--- config.mk ---
export PLATFORM = sky130hd
export DESIGN_NAME = read_byte_sequencer
export DESIGN_NICKNAME = d
export VERILOG_FILES = /design/src/rtl/read_byte_sequencer_pkg.sv /design/src/rtl/read_byte_sequencer_byte_serializer.sv /design/src/rtl/read_byte_sequencer.sv
export SDC_FILE = /design/constraint.sdc
export NUM_CORES = 1
export LEC_CHECK = 0
export CAP_MARGIN = 0
export CORE_AREA = 2 2 77 79
export DETAILED_ROUTE_END_ITERATION = 10
export DIE_AREA = 0 0 79 81
export PLACE_DENSITY = 0.64
export SLEW_MARGIN = 20
export SYNTH_ARGS = -nofsm -noshare
export SYNTH_HDL_FRONTEND = slang
export SYNTH_SLANG_ARGS = --single-unit
--- constraint.sdc ---
create_clock -name clk -period 1.8 [get_ports clk]
set_clock_uncertainty 0.05 [all_clocks]
set_input_delay 0.54 -clock clk [delete_from_list [all_inputs] [get_ports clk]]
set_output_delay 0.54 -clock clk [all_outputs]
set_load 0.1 [all_outputs]
--- src/rtl/read_byte_sequencer_pkg.sv ---
// Shared types and constants for the read_byte_sequencer slice: FSM encoding,
// word/byte geometry and the word-to-byte lane selection.
package read_byte_sequencer_pkg;

  typedef enum logic [1:0] {
    IDLE  = 2'd0,
    ISSUE = 2'd1,
    WAIT  = 2'd2,
    SEND  = 2'd3
  } state_t;

  localparam int WORD_W         = 18;
  localparam int BYTE_W         = 8;
  localparam int BYTES_PER_WORD = 3;
  localparam int IDX_W          = 2;
  localparam int TOP_BITS       = 2;
  localparam int TOP_PAD        = 6;

  localparam logic [IDX_W-1:0] LAST_IDX = IDX_W'(BYTES_PER_WORD - 1);

  // The final byte carries the two top word bits left-justified, zero padded.
  function automatic logic [BYTE_W-1:0] word_byte(input logic [WORD_W-1:0] word,
                                                  input logic [IDX_W-1:0]  idx);
    case (idx)
      2'd0:    return word[BYTE_W-1:0];
      2'd1:    return word[2*BYTE_W-1:BYTE_W];
      default: return {word[WORD_W-1 -: TOP_BITS], {TOP_PAD{1'b0}}};
    endcase
  endfunction

endpackage

--- src/rtl/read_byte_sequencer_byte_serializer.sv ---
// Holds one captured memory word and presents it low byte first on a
// valid/ready byte stream; pulses done when the final byte is accepted.
module byte_serializer
  import read_byte_sequencer_pkg::*;
(
  input  logic              clk,
  input  logic              rst_n,
  input  logic              load,
  input  logic [WORD_W-1:0] word,
  input  logic              byte_ready,
  output logic              byte_valid,
  output logic [BYTE_W-1:0] byte_data,
  output logic              byte_last,
  output logic              done
);

  logic [WORD_W-1:0] word_q;
  logic [IDX_W-1:0]  idx_q;
  logic              valid_q;
  logic              accept;
  logic              at_last;

  assign accept  = valid_q && byte_ready;
  assign at_last = (idx_q == LAST_IDX);

  // NOTE: the word register is reset along with the control flops so an
  // aborted word can never resurface as stale byte data after reset.
  always_ff @(posedge clk or negedge rst_n) begin
    if (!rst_n) begin
      word_q  <= '0;
      idx_q   <= '0;
      valid_q <= 1'b0;
    end else if (load) begin
      word_q  <= word;
      idx_q   <= '0;
      valid_q <= 1'b1;
    end else if (accept) begin
      if (at_last) begin
        idx_q   <= '0;
        valid_q <= 1'b0;
      end else begin
        idx_q <= idx_q + 2'd1;
      end
    end
  end

  assign byte_valid = valid_q;
  assign byte_data  = valid_q ? word_byte(word_q, idx_q) : '0;
  assign byte_last  = valid_q && at_last;
  assign done       = accept && at_last;

endmodule

--- src/rtl/read_byte_sequencer.sv ---
// Shares one word-memory read port between two round-robin requesters and
// streams each fetched 18-bit word out as three tagged bytes.
module read_byte_sequencer
  import read_byte_sequencer_pkg::*;
#(
  parameter int ADDR_W      = 10,
  parameter int MEM_LATENCY = 1    // legal range 1..4
) (
  input  logic              clk,
  input  logic              rst_n,
  input  logic              req0_valid,
  input  logic [ADDR_W-1:0] req0_addr,
  output logic              req0_ready,
  input  logic              req1_valid,
  input  logic [ADDR_W-1:0] req1_addr,
  output logic              req1_ready,
  output logic              mem_re,
  output logic [ADDR_W-1:0] mem_addr,
  input  logic [WORD_W-1:0] mem_rdata,
  output logic              byte_valid,
  output logic [BYTE_W-1:0] byte_data,
  output logic              byte_last,
  output logic              byte_owner,
  input  logic              byte_ready
);

  localparam logic [1:0] LAT_LOAD = 2'(MEM_LATENCY - 1);

  state_t            state_q, state_d;
  logic [ADDR_W-1:0] addr_q;
  logic              owner_q;
  logic              favour1_q;
  logic [1:0]        lat_q;
  logic              idle;
  logic              win0, win1, grant;
  logic              capture;
  logic              ser_done;
  logic              ser_valid;

  // Requester 1 wins when alone, or when both ask and it was not granted last.
  assign idle  = (state_q == IDLE);
  assign win1  = req1_valid && (!req0_valid || favour1_q);
  assign win0  = req0_valid && !win1;
  assign grant = idle && (win0 || win1);

  assign req0_ready = idle && win0;
  assign req1_ready = idle && win1;

  // NOTE: every variable assigned here gets a default first so no path can
  // leave it unassigned and infer a latch.
  always_comb begin
    state_d = state_q;
    capture = 1'b0;
    case (state_q)
      IDLE:  if (grant) state_d = ISSUE;
      ISSUE: state_d = WAIT;
      WAIT: begin
        if (lat_q == 2'd0) begin
          capture = 1'b1;
          state_d = SEND;
        end
      end
      SEND:  if (ser_done) state_d = IDLE;
      default: state_d = IDLE;
    endcase
  end

  // NOTE: state is updated with non-blocking assignments so every flop samples
  // pre-edge values regardless of statement order.
  always_ff @(posedge clk or negedge rst_n) begin
    if (!rst_n) begin
      state_q   <= IDLE;
      addr_q    <= '0;
      owner_q   <= 1'b0;
      favour1_q <= 1'b0;
      lat_q     <= '0;
    end else begin
      state_q <= state_d;
      if (grant) begin
        addr_q    <= win1 ? req1_addr : req0_addr;
        owner_q   <= win1;
        favour1_q <= win0;
      end
      if (state_q == ISSUE) begin
        lat_q <= LAT_LOAD;
      end else if (state_q == WAIT && lat_q != 2'd0) begin
        lat_q <= lat_q - 2'd1;
      end
    end
  end

  assign mem_re   = (state_q == ISSUE);
  assign mem_addr = mem_re ? addr_q : '0;

  byte_serializer u_serializer (
    .clk        (clk),
    .rst_n      (rst_n),
    .load       (capture),
    .word       (mem_rdata),
    .byte_ready (byte_ready),
    .byte_valid (ser_valid),
    .byte_data  (byte_data),
    .byte_last  (byte_last),
    .done       (ser_done)
  );

  assign byte_valid = ser_valid;
  assign byte_owner = ser_valid && owner_q;

endmodule

==> flow_metrics.py <==
metrics = {
    "outcome": {
        "status": "finished with violations",
        "violations": "negative setup slack",
    },
    "yosys": {
        "synthSimpleGateAreaFrac_pct": 17.12,
        "yosysWarnings": 0,
        "synth_flop_cell": "dfrtp_1",
        "synth_area_per_cell_sq_um": 10.52,
        "synth_area_sq_mm": 0.001893,
        "synth-compound-area-share_pct": 10.18,
        "yosys.area_share.adder_pct": 3.305,
        "synth_enable_flop_cells": 0,
        "synth_cells": 180,
        "synth_top_family_by_area": "simple AND/OR/NAND/NOR gates",
        "synth-seq-area-share_pct": 48.91,
        "synth_fp_nets": 228,
        "synth.distinct_cells": 31,
        "muxShareOfSynthArea_pct": 16.66,
        "ys_ff_latch": 37,
        "async_reset_ff_share_pct": 100.0,
        "synth-xor-area-share_pct": 0.4627,
    },
    "timing": {
        "hold_violations": 0,
        "fmax_mhz": 500.2,
        "tightest_slew_ns": 0.2917,
        "slew_headroom_pct": 80.55,
        "fin_tns_setup_ns": -3.697,
        "finalMaxSlewViolations": 0,
        "min_period_over_period_pct": 111.1,
        "rsz0062_at_grt": "yes",
        "finalSetupViolations": 22,
        "post-route-min-period_ns": 1.999,
        "setup_ws_ns": -0.1993,
    },
    "die": {
        "die_h_um": 81,
        "core_area_sq_mm": 0.005675,
        "die_width_um": 79,
        "ios": 67,
        "die_area_sq_mm": 0.006399,
        "start_util_pct": 33.36,
        "rows": 28,
    },
    "place": {
        "hpwl_um": 3438,
        "port_buffers": 66,
        "gp_routability_congestion": 0.7638,
        "dpl.cell_count": 326,
    },
    "clock_network": {
        "cts.sinks": 37,
        "cts_buffer_depth": 2,
        "cts_buffers": 5,
        "cts_tree": "yes",
        "clkTransAtPathRegs_ns": 0.07,
        "cts-root-buf": "clkbuf_8",
        "htree_levels": 2,
        "clkLatencyLatePin_ns": 0.29,
    },
    "setup_path": {
        "crit_path_end": "byte_data[5]",
        "cp-end-kind": "output pin",
        "path_delay_family": "flip-flops",
        "r2r-start": "u_serializer.idx_q[0]",
        "cpMostUsedCell": "buf_12",
        "r2r_setup_slack_ns": 0.07,
        "critPathLaunchType": "register",
        "cp_num_cells": 4,
        "rr_worst_depth": 5,
        "cp.required_ns": 1.21,
        "crit_fanout": 6,
        "path_buf_inv": 2,
        "crit_type": "register to output pin",
        "path_cells": "buf_12 -> mux2i_4 -> nor2_4 -> buf_12",
        "r2r_end": "state_q[1]",
        "cp.arrival_ns": 1.41,
        "setup.worst_path.start": "u_serializer.idx_q[0]",
        "crit_path_max_incr_delay_ns": 0.46,
        "slowest_stage": "dfrtp_2",
    },
    "final_layout": {
        "multi_input_area_sq_mm": 0.001095,
        "layout-drive-gt1-share_pct": 43.91,
        "register_area_sq_um": 933.4,
        "final_cell_mix": "39 x clkdlybuf4s50_1, 33 x dfrtp_1, 29 x buf_12, 19 x buf_4, 17 x mux2_2",
        "finalNonFillerCells": 346,
        "nFillCells": 489,
        "num_antenna_cells": 0,
        "layout_commonest_cell": "clkdlybuf4s50_1",
        "finalNetCount": 318,
        "area_growth_pct": 80.63,
    },
    "global_route": {
        "top_usage_layer": "met2",
        "grt_pass1_wl_um": 8128,
        "use_met2_pct": 28.56,
        "antenna_found_initial": 0,
        "use_met3_pct": 4.667,
        "met1_usage_pct": 19.86,
        "overflow": 0,
        "grt_max_degree": 28,
        "gr-usage-all-layers_pct": 16.46,
        "grt_pass1_vias": 1672,
    },
    "routing": {
        "viasPerCell": 4.766,
        "wl_um": 4938,
        "drt_drc_violations_left": 0,
        "dr_total_vias": 1649,
        "ant_nets": 0,
        "drt_iter0_drc": 35,
        "dr.pass1.iters": 4,
        "detail_route.wl_per_cell_um": 14.27,
    },
    "hold_path": {
        "min_path_type": "input pin to asynchronous set/reset pin",
    },
    "run": {
        "cap_violations": 0,
    },
}
## worst register-to-register path: stages (launching register included)
cell and delay, ns:
dfrtp_2 0.46, buf_4 0.16, buf_4 0.14, nand4b_4 0.17, a221oi_2 0.28, mux2_1 0.35
## per-layer routing
metal	vias to the layer above	share of wire, %
met5	-	0
met1	786	41
li1	805	-
met4	0	0.99
met3	5	6.1
met2	53	51
## layout make-up
class                           instances  share of cell area, %
Clock buffer                            7                  2.525
Multi-Input combinational cell        128                  32.02
Sequential cell                        37                  27.30
Tap cell                               75                  2.744
Clock inverter                          1                 0.8782
Inverter                                6                 0.6586
Timing Repair Buffer                   92                  33.88
## synth_stat cells, drive strengths merged, types with 2 or more instances
cell    count  area, sq um
dfrtp      37        925.9
nor2       21        78.83
mux2       20        225.2
and2       13        85.08
o21ai      12        60.06
a31oi      11        68.82
nand3      10        50.05
mux2i       9        90.09
nand2       8        32.54
inv         6        22.52
a21oi       5        25.02
buf         5        25.02
ha          5        62.56
clkbuf      4        16.26
nand2b      2        12.51
## metrics by stage
| step | setup slack (ns) | hold slack, ns | instance area [sq um] | utilization [%] |
|---|---|---|---|---|
| 2_1_floorplan | -0.1574 | 0.1944 | 2014 | - |
| 6_report | -0.1993 | 0.07638 | 3420 | 60.25 |
| 5_1_grt | -0.2410 | 0.07714 | 3420 | 60.25 |
| 3_5_place_dp | -0.3726 | 0.3877 | 3108 | 54.76 |
| 3_3_place_gp | -0.3493 | 0.3867 | 3108 | 54.76 |
| 4_1_cts | -0.1903 | 0.07603 | 3376 | 59.48 |
## flip-flops by register name, summed over array words and instances, names as in the netlist
signal                   count
lat_q                        2
favour1_q                    1
u_serializer.idx_q           2
u_serializer.word_q         18
u_serializer.byte_valid      1
state_q                      2
addr_q                      10
owner_q                      1
## worst min path at each step
stage / start / end / cells past startpoint / slack [ns]
2_1_floorplan: rst_n / addr_q[0] / 0 / 0.19
3_3_place_gp: rst_n / u_serializer.word_q[16] / 1 / 0.39
3_5_place_dp: rst_n / u_serializer.word_q[16] / 1 / 0.39
4_1_cts: rst_n / u_serializer.word_q[10] / 1 / 0.08
5_1_grt: rst_n / u_serializer.word_q[6] / 1 / 0.08
6_report: rst_n / u_serializer.word_q[6] / 1 / 0.08
## kinds of logic (layout without fill, tap and decap cells)
logic type / count (synthesis) / count (layout)
multiplexers: 29 / 29
XOR/XNOR: 1 / 1
AND/OR/NAND/NOR: 61 / 61
adder cells (fa/ha/maj): 5 / 5
AO/OA/AOI/OAI: 32 / 32
flip-flops: 37 / 37
buffers and inverters: 15 / 106
## what timing repair did
item | in CTS | in global routing
pin swaps | 14 | 5
gates resized for setup | 24 | 4
setup endpoints to repair | 23 | 24
hold buffers | 0 | 0
hold endpoints to repair | 0 | 0
buffers inserted | 10 | 2
Power is not shown: default switching activity piles up to over one toggle a cycle in this logic, so the estimate is an artifact.
